--- config.mk ---
export PLATFORM = sky130hd
export DESIGN_NAME = id_ex_alu_encoder
export DESIGN_NICKNAME = d
export VERILOG_FILES = /design/src/rtl/id_ex_alu_encoder.sv
export SDC_FILE = /design/constraint.sdc
export NUM_CORES = 1
export LEC_CHECK = 0
export CORE_MARGIN = 4
export CORE_UTILIZATION = 46
export DETAILED_ROUTE_END_ITERATION = 8
export GPL_TIMING_DRIVEN = 0
export PLACE_DENSITY_LB_ADDON = 0.15
export SYNTH_ARGS = -nofsm -noshare
export SYNTH_HDL_FRONTEND = slang
export SYNTH_SLANG_ARGS = --single-unit
--- constraint.sdc ---
create_clock -name clk -period 3.1 [get_ports clk]
set_input_delay 0.62 -clock clk [delete_from_list [all_inputs] [get_ports clk]]
set_output_delay 0.62 -clock clk [all_outputs]
set_load 0.05 [all_outputs]
--- src/rtl/id_ex_alu_encoder.sv ---
// Decode stage ALU-control encoder and ID/EX control pipeline register.
// Produces ALUOp/Funct plus main control bits, with load-use hazard detection and bubble insertion.
module id_ex_alu_encoder (
  input  logic        clk,
  input  logic        reset,
  input  logic [31:0] instr_in,
  input  logic        instr_valid,
  input  logic        stall,
  input  logic        flush,
  output logic        hazard_stall,
  output logic [1:0]  ALUOp,
  output logic [3:0]  Funct,
  output logic        RegWrite,
  output logic        MemRead,
  output logic        MemWrite,
  output logic        MemtoReg,
  output logic        ALUSrc,
  output logic        Branch,
  output logic [4:0]  rs1_ex,
  output logic [4:0]  rs2_ex,
  output logic [4:0]  rd_ex,
  output logic        ex_valid,
  output logic        illegal_instr,
  output logic [15:0] bubble_count
);

  typedef enum logic [6:0] {
    OP_R      = 7'b0110011,
    OP_I      = 7'b0010011,
    OP_LOAD   = 7'b0000011,
    OP_STORE  = 7'b0100011,
    OP_BRANCH = 7'b1100011
  } opcode_e;

  typedef struct packed {
    logic [1:0] aluop;
    logic [3:0] funct;
    logic       regwrite;
    logic       memread;
    logic       memwrite;
    logic       memtoreg;
    logic       alusrc;
    logic       branch;
    logic [4:0] rs1;
    logic [4:0] rs2;
    logic [4:0] rd;
    logic       valid;
  } idex_t;

  opcode_e     op;
  logic [2:0]  f3;
  logic        f7b;
  idex_t       dec;
  logic        legal;
  logic        uses_rs2;

  idex_t       ctrl_q, ctrl_d;
  logic        illegal_q, illegal_d;
  logic [15:0] bcnt_q, bcnt_d;
  logic [15:0] bcnt_inc;

  assign op  = opcode_e'(instr_in[6:0]);
  assign f3  = instr_in[14:12];
  assign f7b = instr_in[30];

  always_comb begin
    dec       = '0;
    legal     = 1'b0;
    uses_rs2  = 1'b0;
    dec.rs1   = instr_in[19:15];
    dec.rs2   = instr_in[24:20];
    dec.rd    = instr_in[11:7];
    dec.valid = 1'b1;
    case (op)
      OP_R: begin
        dec.aluop    = 2'b10;
        dec.funct    = {f7b, f3};
        dec.regwrite = 1'b1;
        uses_rs2     = 1'b1;
        legal        = (dec.funct == 4'b0000) || (dec.funct == 4'b1000) ||
                       (dec.funct == 4'b0111) || (dec.funct == 4'b0110);
      end
      OP_I: begin
        dec.funct    = {1'b0, f3};
        dec.alusrc   = 1'b1;
        dec.regwrite = 1'b1;
        legal        = (f3 == 3'b000) || (f3 == 3'b001);
      end
      OP_LOAD: begin
        dec.alusrc   = 1'b1;
        dec.memread  = 1'b1;
        dec.memtoreg = 1'b1;
        dec.regwrite = 1'b1;
        legal        = 1'b1;
      end
      OP_STORE: begin
        dec.alusrc   = 1'b1;
        dec.memwrite = 1'b1;
        uses_rs2     = 1'b1;
        legal        = 1'b1;
      end
      OP_BRANCH: begin
        dec.aluop    = 2'b01;
        dec.funct    = {1'b0, f3};
        dec.branch   = 1'b1;
        uses_rs2     = 1'b1;
        legal        = (f3 == 3'b000) || (f3 == 3'b001) || (f3 == 3'b100);
      end
      default: legal = 1'b0;
    endcase
  end

  // rs2 only participates in the hazard for formats that actually read it
  assign hazard_stall = !flush && instr_valid && ctrl_q.valid && ctrl_q.memread &&
                        (ctrl_q.rd != 5'd0) &&
                        ((ctrl_q.rd == instr_in[19:15]) ||
                         (uses_rs2 && (ctrl_q.rd == instr_in[24:20])));

  assign bcnt_inc = (bcnt_q == 16'hFFFF) ? bcnt_q : bcnt_q + 16'd1;

  always_comb begin
    ctrl_d    = ctrl_q;
    illegal_d = illegal_q;
    bcnt_d    = bcnt_q;
    if (flush) begin
      ctrl_d = '0;
      bcnt_d = bcnt_inc;
    end else if (stall) begin
      ctrl_d = ctrl_q;
    end else if (hazard_stall) begin
      ctrl_d = '0;
      bcnt_d = bcnt_inc;
    end else if (!instr_valid) begin
      ctrl_d = '0;
    end else if (!legal) begin
      ctrl_d    = '0;
      illegal_d = 1'b1;
      bcnt_d    = bcnt_inc;
    end else begin
      ctrl_d = dec;
    end
  end

  always_ff @(posedge clk) begin
    if (!reset) begin
      ctrl_q    <= '0;
      illegal_q <= 1'b0;
      bcnt_q    <= '0;
    end else begin
      ctrl_q    <= ctrl_d;
      illegal_q <= illegal_d;
      bcnt_q    <= bcnt_d;
    end
  end

  assign ALUOp         = ctrl_q.aluop;
  assign Funct         = ctrl_q.funct;
  assign RegWrite      = ctrl_q.regwrite;
  assign MemRead       = ctrl_q.memread;
  assign MemWrite      = ctrl_q.memwrite;
  assign MemtoReg      = ctrl_q.memtoreg;
  assign ALUSrc        = ctrl_q.alusrc;
  assign Branch        = ctrl_q.branch;
  assign rs1_ex        = ctrl_q.rs1;
  assign rs2_ex        = ctrl_q.rs2;
  assign rd_ex         = ctrl_q.rd;
  assign ex_valid      = ctrl_q.valid;
  assign illegal_instr = illegal_q;
  assign bubble_count  = bcnt_q;

endmodule

==> results_dict.tcl, run 1 <==
set metrics [dict create \
    initial_utilization 0.4730 \
    drive_gt1_frac 0.08532 \
    ios 83 \
    antenna_found_initial 0 \
    cts-hold-fix-buffers 0 \
    setup_viol 0 \
    synth_top_cell_by_area "dfxtp_1" \
    die_area_um2 5612 \
    grt_usage 0.1957 \
    hold_path_class "register to register" \
    final_nets 330 \
    wl_per_cell_um 14.70 \
    clock-sinks 44 \
    vias_per_cell 5.432 \
    tns_ns 0 \
    startpoint_type "input pin" \
    powerDensity_nw_per_um2 359.7 \
    wirelength_um 5070 \
    cts_buffers 5 \
    num_vias 1874 \
    h-tree-depth 2 \
    worst_slew_pin_slew_ns 0.5336 \
    post-route-period-util 0.9102 \
    synth_edf_count 0 \
    yosysSeqAreaShare 0.4277 \
    drt_iter0_markers 56 \
    dp_hpwl_um 3916 \
    cap_violations 0 \
    finalMaxSlewViolations 0 \
    synth_seq_cells 44 \
    p_leak_nw 1.007 \
    max_freq_mhz 354.4 \
    yosysMostFrequentCell "dfxtp_1" \
    fp.coreArea_um2 4354 \
    synth_top_area_share 0.4277 \
    grt_pass1_vias 1818 \
    synth_cells 209 \
    pre_cts_slack_ns -0.2584 \
    final_cells 345 \
    setup_ws_ns 0.2783 \
    total_power_w 0.001068 \
    fin_crit_ns 2.822 \
    path_clk_slew_ns 0.07 \
    rows 24 \
    port_buffers 76 \
    hold_viol 0 \
    insertedDiodeCount 0 \
    synth.area.top_cells "dfxtp_1 43%, a22o_1 8.5%, nand2_1 3.5%" \
    grt_pass1_wl_um 8473 \
    synth_common_cells "44 x dfxtp_1, 20 x a22o_1, 19 x nand2_1" \
    rsz0062_at_grt "no" \
    syn_nets 247 \
    path_max_fanout 8 \
    worstSetupEndpointType "output pin" \
    cp.arrival_ns 2.20 \
    ys.flop_type "dfxtp_1" \
    synthArstFlopShare 0 \
    die_y_um 74.91 \
    critPathRequiredTime_ns 2.48 \
    outcome "finished, final reports clean" \
    clockBufferDepth 2 \
    synth_area_per_cell_um2 9.854 \
    grt_overflow 0 \
    critical_path_class "input pin to output pin" \
    whs_ns 0.4660 \
    grt_max_degree 13 \
    drc 0 \
    gp_routability_congestion 0.7776 \
    fin_skew_ns 0.005787 \
    yosys_warnings 0 \
    synth_area_um2 2059 \
    final_antenna_net_count 0 \
    dp_cells 337 \
    first_pass_iters 5 \
    max_slew_margin 0.6429 \
    irDropWorstVdd_mv 0.2524 \
    cts_root_buf "clkbuf_8" \
    area_delta_synth_final_pct 44.23 \
    die_width_um 74.91 \
    clk_latency_ns 0.29 \
    synth_cell_types 46 \
    cts_tree "built" \
]
routing by layer:
layer,share of wire,up-vias,global-route usage
met5,0,-,0
met4,0.0083,0,0.04348
met3,0.064,6,0.07210
met2,0.50,55,0.3337
met1,0.43,864,0.2353
li1,-,949,-
path summary, 6_finish.rpt:
kind	from	to	slack (ns)	depth (start not counted)
max	instr_in[6]	hazard_stall	0.28	6
min	RegWrite	RegWrite	0.47	2
max reg2reg	bubble_count[7]	bubble_count[5]	0.98	8
min reg2reg	RegWrite	RegWrite	0.47	2
layout make-up:
| cell class | instances | area [um^2] |
|---|---|---|
| fill | 379 | 1384 |
| multi-input combinational | 152 | 1114 |
| sequential | 44 | 880.8 |
| timing repair buffer | 76 | 755.7 |
| clock buffer | 8 | 90.09 |
| tap | 52 | 65.06 |
| buffer | 10 | 53.80 |
| inverter | 3 | 11.26 |
layout by cell type, fill, tap and decap left out, types with 2 or more instances in the layout:
master           synthesis  routed
a21boi_1                 7       7
a21oi_1                  2       2
a22o_1                  20      20
a32o_1                   3       3
and2_1                   4       4
buf_4                    2       2
clkbuf_1                 6       8
clkbuf_8                 0       6
clkdlybuf4s50_1          0      75
dfxtp_1                 44      44
inv_1                    3       3
mux2i_1                  3       3
nand2_1                 19      19
nand2b_1                 7       7
nand3_1                  6       6
nand4_1                  5       5
nor2_1                   7       7
nor3_1                   6       6
nor4_1                   3       3
nor4_2                   2       2
o211ai_1                 3       3
o21a_1                   3       3
o21ai_0                  7       7
o21ai_4                  2       2
o31a_1                   2       2
o31ai_1                  5       5
or3_1                    6       6
or4_1                    2       2
xnor2_1                  7       7
xor2_1                   5       5
sequential cells by signal (all words and copies together) (netlist names):
name / cells
MemWrite: 1
ALUOp: 2
Funct: 4
rd_ex: 5
ALUSrc: 1
MemRead: 1
illegal_instr: 1
RegWrite: 1
Branch: 1
rs2_ex: 5
rs1_ex: 5
ex_valid: 1
bubble_count: 16
power by group:
group | internal (W) | switching, W
Combinational | 0.0000640 | 0.0000662
Sequential | 0.000569 | 0.00000667
Clock | 0.000182 | 0.000180
Total | 0.000815 | 0.000253
critical path: stages:
cell	delay, ns
clkdlybuf4s50_1	0.57
a21boi_1	0.22
nand4_1	0.12
a2bb2oi_2	0.21
nor2_1	0.16
clkbuf_2	0.31
cell families (layout without fill, tap and decap cells):
kind of cell               after synthesis  in the layout  synth area share
AOI/OAI and AO/OA                       60             60            0.2558
xor gates and xnor gates                12             12           0.05103
adders and majority gates                1              1          0.006074
buffers and inverters                   13             97           0.03159
DFF                                     44             44            0.4277
muxes                                    3              3           0.01458
and+or+nand+nor                         76             76            0.2132
stage by stage:
step | utilization | area [um^2]
after global routing | 0.6822 | 2970
after global placement | 0.6626 | 2885
final | 0.6822 | 2970
after floorplan | - | 2059
after detailed placement | 0.6626 | 2885
after CTS | 0.6830 | 2974
repair_timing:
item                       4_1_cts  5_1_grt
setup endpoints to repair        1        1
cloned                           0        0
hold endpoints to repair         0        0
setup buffers                    0        0
resized for setup                1        2
pin swaps                        0        0
No activity file was read; power rests on OpenSTA's default activity.
==> run 2, diff against run 1 <==
--- a/config.mk
+++ b/config.mk
@@ -5,8 +5,10 @@
 export SDC_FILE = /design/constraint.sdc
 export NUM_CORES = 1
 export LEC_CHECK = 0
+export ABC_AREA = 1
 export CORE_MARGIN = 4
-export CORE_UTILIZATION = 46
+export CORE_UTILIZATION = 50
+export CTS_BUF_LIST = sky130_fd_sc_hd__clkbuf_8
 export DETAILED_ROUTE_END_ITERATION = 8
 export GPL_TIMING_DRIVEN = 0
 export PLACE_DENSITY_LB_ADDON = 0.15
==> results_dict.tcl, run 2 <==
set metrics [dict create \
    outcome "finished, final reports clean" \
    yosys_warnings 0 \
    synth_top_cell_by_area "dfxtp_1" \
    post-route-period-util 0.9607 \
    critPathRequiredTime_ns 2.48 \
    vias_per_cell 5.337 \
    yosysSeqAreaShare 0.3638 \
    synth_edf_count 0 \
    synth_cells 343 \
    synth_cell_types 28 \
    fin_crit_ns 2.978 \
    fin_skew_ns 0.007684 \
    cts_buffers 5 \
    path_max_fanout 10 \
    grt_util_met1 0.2453 \
    final_common_cell "nand2_1" \
    die_y_um 77.59 \
    yosysMostFrequentCell "nand2_1" \
    num_vias 2583 \
    drive_gt1_frac 0.09767 \
    powerDensity_nw_per_um2 342.6 \
    initial_utilization 0.5160 \
    synthMuxAreaShare 0 \
    drt_iter0_markers 131 \
    cpMostUsedCell "nand2_1" \
    startpoint_type "input pin" \
    insertedDiodeCount 0 \
    synth_compound_area_frac 0.1013 \
    cap_violations 0 \
    max_slew_margin 0.6510 \
    final_nets 467 \
    die_width_um 77.59 \
    cp.arrival_ns 2.36 \
    grt_usage 0.2165 \
    hold_path_class "register to register" \
    worst_r2r_startpoint "bubble_count[0]" \
    synth_top_family_by_area "simple AND/OR/NAND/NOR gates" \
    finalMaxSlewViolations 0 \
    area_delta_synth_final_pct 40.21 \
    grt_max_degree 14 \
    wl_per_cell_um 13.31 \
    cts_tree "built" \
    whs_path_depth 2 \
    worstSetupEndpointType "output pin" \
    pre_cts_slack_ns -0.6239 \
    p_leak_nw 1.302 \
    rrSetupSlack_ns 1.10 \
    h-tree-depth 2 \
    critical_path_class "input pin to output pin" \
    met3_usage 0.04988 \
    wirelength_um 6442 \
    final_antenna_net_count 0 \
    use_met2 0.3947 \
    hold_path.startpoint "Branch" \
    rsz0062_at_grt "no" \
    r2r-end "bubble_count[12]" \
    clock-sinks 44 \
    rows 25 \
    crit_chain "clkdlybuf4s50_1, inv_1, nand2_2, nor2_4, nand2_2, nand3_1, nand2_1, nand2_1, nand2_1, buf_6, buf_4, inv_1, buf_6" \
    synth_area_um2 2421 \
    grt_overflow 0 \
    n_fill_cell 408 \
    first_pass_iters 4 \
    cts-hold-fix-buffers 0 \
    port_buffers 76 \
    grt_pass1_wl_um 10790 \
    setup_viol 0 \
    antenna_found_initial 0 \
    place_area_um2 3249 \
    worst_path_largest_cell_delay_ns 0.39 \
    gp_routability_congestion 0.9602 \
    fp.coreArea_um2 4692 \
    synthSimpleGateAreaFrac 0.3618 \
    synth_common_cells "82 x nand2_1, 44 x dfxtp_1, 40 x nand3_1" \
    synth_seq_cells 44 \
    synth_xor_area_frac 0.06873 \
    die_area_um2 6019 \
    synth.area.top_cells "dfxtp_1 36%, nand2_1 13%, nand3_1 8.3%" \
    dp_hpwl_um 4826 \
    synth_area_per_cell_um2 7.059 \
    path_clk_slew_ns 0.09 \
    clockBufferDepth 2 \
    cp_slowest_cell "clkdlybuf4s50_1" \
    synthArstFlopShare 0 \
    worst_slew_pin_slew_ns 0.5218 \
    max_freq_mhz 335.8 \
    hold_viol 0 \
    final_cell_mix "81 x nand2_1, 73 x clkdlybuf4s50_1, 44 x dfxtp_1" \
    r2r.worst_path.cells 11 \
    synth_top_area_share 0.3638 \
    cts_root_buf "clkbuf_8" \
    grt_pass1_vias 2456 \
    ys.flop_type "dfxtp_1" \
    drc 0 \
    holdPathEnd "Branch" \
    largest_register_ffs 16 \
    setup_ws_ns 0.1219 \
    synthAdderAreaFrac 0.005168 \
    irDropWorstVdd_mv 0.2197 \
    syn_nets 381 \
    stdcell_area_um2 3395 \
    grt-busiest-layer "met2" \
    ios 83 \
    clk_latency_ns 0.30 \
]
==> run 2: area by class of cell <==
class                           count  area (um^2)  share of cell area
Multi-Input combinational cell    246         1305              0.3844
Tap cell                           54        67.56             0.01990
Clock inverter                      3        38.79             0.01143
Clock buffer                        5        68.82             0.02027
Inverter                           37        138.9             0.04091
Timing Repair Buffer               79        789.5              0.2326
Sequential cell                    44        880.8              0.2595
Buffer                             16        105.1             0.03096
==> run 2: metal layers <==
layer	share of wire	routed length, um
met4	0.017	111
met3	0.059	382
met5	0	0
met2	0.52	3333
met1	0.41	2616
==> run 2: worst max-delay path: cells and delay by family <==
family,cells,cell delay (ns)
buf+inv,6,1.03
simple gates,7,0.70
==> run 2: cell families (layout without fill, tap and decap cells) <==
group / count (synthesis) / after routing
and+or+nand+nor: 181 / 181
buffers and inverters: 53 / 140
AOI/OAI and AO/OA: 45 / 45
DFF: 44 / 44
xor gates and xnor gates: 19 / 19
adders and majority gates: 1 / 1
==> run 2: worst max-delay path by stage <==
| stage | endpoint | from | cells past startpoint |
|---|---|---|---|
| 5_1_grt | hazard_stall | instr_in[3] | 13 |
| 3_3_place_gp | hazard_stall | instr_in[4] | 12 |
| 3_5_place_dp | hazard_stall | instr_in[4] | 12 |
| 2_1_floorplan | hazard_stall | rd_ex[2] | 12 |
| 6_report | hazard_stall | instr_in[2] | 13 |
| 4_1_cts | hazard_stall | instr_in[0] | 12 |
==> run 2: report_power, final <==
part	total (W)	switching (W)	internal, W
Clock	0.000437	0.000201	0.000236
Combinational	0.000152	0.0000846	0.0000673
Sequential	0.000574	0.00000501	0.000569
Total	0.00116	0.000290	0.000872
==> run 2: stage by stage <==
step | cells | setup TNS (ns) | hold WS (ns) | power [W] | util
2_1_floorplan | 343 | 0 | 0.6671 | 0.0006652 | -
3_3_place_gp | 473 | -0.5771 | 0.4454 | 0.0007342 | 0.6925
3_5_place_dp | 473 | -0.6239 | 0.4490 | 0.0007365 | 0.6925
4_1_cts | 481 | 0 | 0.4610 | 0.001166 | 0.7155
5_1_grt | 484 | 0 | 0.4840 | 0.001209 | 0.7235
6_report | 484 | 0 | 0.4607 | 0.001163 | 0.7235
==> run 2: what timing repair did <==
action | CTS | global route
buffers inserted | 0 | 3
pin swaps | 0 | 1
gates resized for setup | 7 | 5
endpoints found under the setup margin | 1 | 1
==> run 3, diff against run 2 <==
--- a/config.mk
+++ b/config.mk
@@ -6,8 +6,10 @@
 export NUM_CORES = 1
 export LEC_CHECK = 0
 export ABC_AREA = 1
+export CELL_PAD_IN_SITES_DETAIL_PLACEMENT = 0
+export CELL_PAD_IN_SITES_GLOBAL_PLACEMENT = 1
 export CORE_MARGIN = 4
-export CORE_UTILIZATION = 50
+export CORE_UTILIZATION = 35
 export CTS_BUF_LIST = sky130_fd_sc_hd__clkbuf_8
 export DETAILED_ROUTE_END_ITERATION = 8
 export GPL_TIMING_DRIVEN = 0
==> results_dict.tcl, run 3 (synthesized netlist as in run 2, its figures left out) <==
set metrics [dict create \
    cts_buffers 5 \
    cp_slowest_cell "clkdlybuf4s50_1" \
    die_area_um2 8312 \
    num_vias 2491 \
    path_max_fanout 10 \
    final_antenna_net_count 0 \
    whs_path_depth 2 \
    area_delta_synth_final_pct 43.20 \
    post-route-period-util 0.9515 \
    setup_viol 0 \
    switching_share 0.2373 \
    r2r.worst_path.cells 11 \
    h-tree-depth 2 \
    holdPathEnd "Branch" \
    ff_latch_area_um2 880.8 \
    r2r-end "bubble_count[12]" \
    grt_max_degree 14 \
    cp.arrival_ns 2.33 \
    grt_overflow 0 \
    wl_met1_um 2908 \
    wl_per_cell_um 12.92 \
    total_power_w 0.001251 \
    grt_pass1_vias 2295 \
    hold_path_class "register to register" \
    die_width_um 91.17 \
    setup_ws_ns 0.1504 \
    crit_chain "clkdlybuf4s50_1, inv_1, nand2_2, nor2_4, nand2_2, nand3_1, nand2_1, nand2_1, nand2_1, buf_6, buf_4, inv_1, buf_6" \
    hold_path.startpoint "Branch" \
    p_clk_frac 0.420 \
    wirelength_um 6587 \
    startpoint_type "input pin" \
    largest_register_ffs 16 \
    dp_hpwl_um 5021 \
    outcome "finished, final reports clean" \
    final_common_cell "nand2_1" \
    final_cell_mix "80 x nand2_1, 71 x clkdlybuf4s50_1, 44 x dfxtp_1" \
    fin_skew_ns 0.01111 \
    highest_layer "met4" \
    insertedDiodeCount 0 \
    p_int_w 0.0009540 \
    die_y_um 91.17 \
    fin_crit_ns 2.950 \
    final_cells 510 \
    worst_r2r_startpoint "bubble_count[0]" \
    drt_iter0_markers 34 \
    grt_usage 0.1577 \
    cpMostUsedCell "nand2_1" \
    antenna_found_initial 0 \
    cts-hold-fix-buffers 0 \
    max_slew_margin 0.6408 \
    max_freq_mhz 339.0 \
    dr_wl_met3_um 345 \
    finalMaxSlewViolations 0 \
    gp_routability_congestion 0.8625 \
    clk_latency_ns 0.30 \
    critPathRequiredTime_ns 2.48 \
    clock-sinks 44 \
    rsz0062_at_grt "no" \
    worstSetupStartpoint "instr_in[2]" \
    clockBufferDepth 2 \
    powerDensity_nw_per_um2 360.8 \
    cts_root_buf "clkbuf_8" \
    worstSetupEndpointType "output pin" \
    met2WireLength_um 3249 \
    multiInputGateArea_um2 1319 \
    grt_pass1_wl_um 10800 \
    path_clk_slew_ns 0.08 \
    port_buffers 76 \
    ios 83 \
    vias_per_cell 4.884 \
    power_frac_seq 0.459 \
    rrSetupSlack_ns 1.12 \
    rows 30 \
    pre_cts_slack_ns -0.6055 \
    cap_violations 0 \
    drive_gt1_frac 0.1070 \
    initial_utilization 0.3583 \
    cts_tree "built" \
    drc 0 \
    combPwrFrac 0.121 \
    n_fill_cell 700 \
    p_leak_nw 1.326 \
    final_nets 468 \
    irDropWorstVdd_mv 0.2040 \
    tns_ns 0 \
    worst_slew_pin_slew_ns 0.5371 \
    fp.coreArea_um2 6756 \
    first_pass_iters 4 \
    hold_viol 0 \
    power.switching_w 0.0002968 \
    dp_cells 499 \
    critical_path_class "input pin to output pin" \
    worst_path_largest_cell_delay_ns 0.39 \
]
-- run 3: cell types whose count changed in the layout (fill, tap and decap cells not counted) --
| cell | delta |
|---|---|
| clkdlybuf4s50_1 | -2 |
| inv_1 | -1 |
| clkinv_2 | -1 |
| nor2_2 | +3 |
| bufinv_16 | +1 |
| nand2_1 | -1 |
| dlymetal6s2s_1 | +2 |
| nor2_1 | -2 |
| nand2_2 | +1 |
-- run 3: power groups by stage --
stage | sequential [W] | combinational (W) | clock, W
finish | 0.000574 | 0.000152 | 0.000525
global route | 0.000575 | 0.000165 | 0.000556
CTS | 0.000574 | 0.000150 | 0.000532
detailed placement | 0.000587 | 0.000150 | 0
global placement | 0.000587 | 0.000150 | 0
floorplan | 0.000602 | 0.0000636 | 0
-- run 3: worst max-delay path by stage --
stage	end	slack, ns	cells past startpoint
finish	hazard_stall	0.15	13
global route	hazard_stall	0.009	14
CTS	hazard_stall	0.004	12
detailed placement	hazard_stall	-0.61	12
global placement	hazard_stall	-0.61	12
floorplan	hazard_stall	0.55	12
-- run 3: routing by layer --
layer	global-route usage	up-vias
met5	0	-
met4	0.04397	0
met3	0.03894	10
met2	0.2839	56
met1	0.1845	1128
li1	-	1297
-- run 3: timing repair --
action | 4_1_cts | 5_1_grt
pin swaps | 0 | 1
setup endpoints to repair | 1 | 1
resized for setup | 7 | 10
buffers inserted | 0 | 3
gates cloned | 0 | 1
-- run 3: final cells by class --
type                    instances  area share
clock inverters                 2     0.01732
repair buffers                 79      0.2292
multi-input cells             247      0.3804
plain buffers                  16     0.03031
inverters                      37     0.04006
well taps                      80     0.02887
flip-flops and latches         44      0.2541
clock buffers                   5     0.01985
-- run 3: metrics by stage --
step | cell area, um^2 | utilization | hold slack [ns]
after floorplan | 2421 | - | 0.6671
after CTS | 3411 | 0.5048 | 0.4626
final | 3467 | 0.5131 | 0.4598
after global routing | 3467 | 0.5131 | 0.4837
after global placement | 3282 | 0.4857 | 0.4471
after detailed placement | 3282 | 0.4857 | 0.4511
-- run 3: worst max-delay path, delay by kind of cell --
family        cells  cell delay [ns]
buf+inv           6             1.01
simple gates      7             0.69
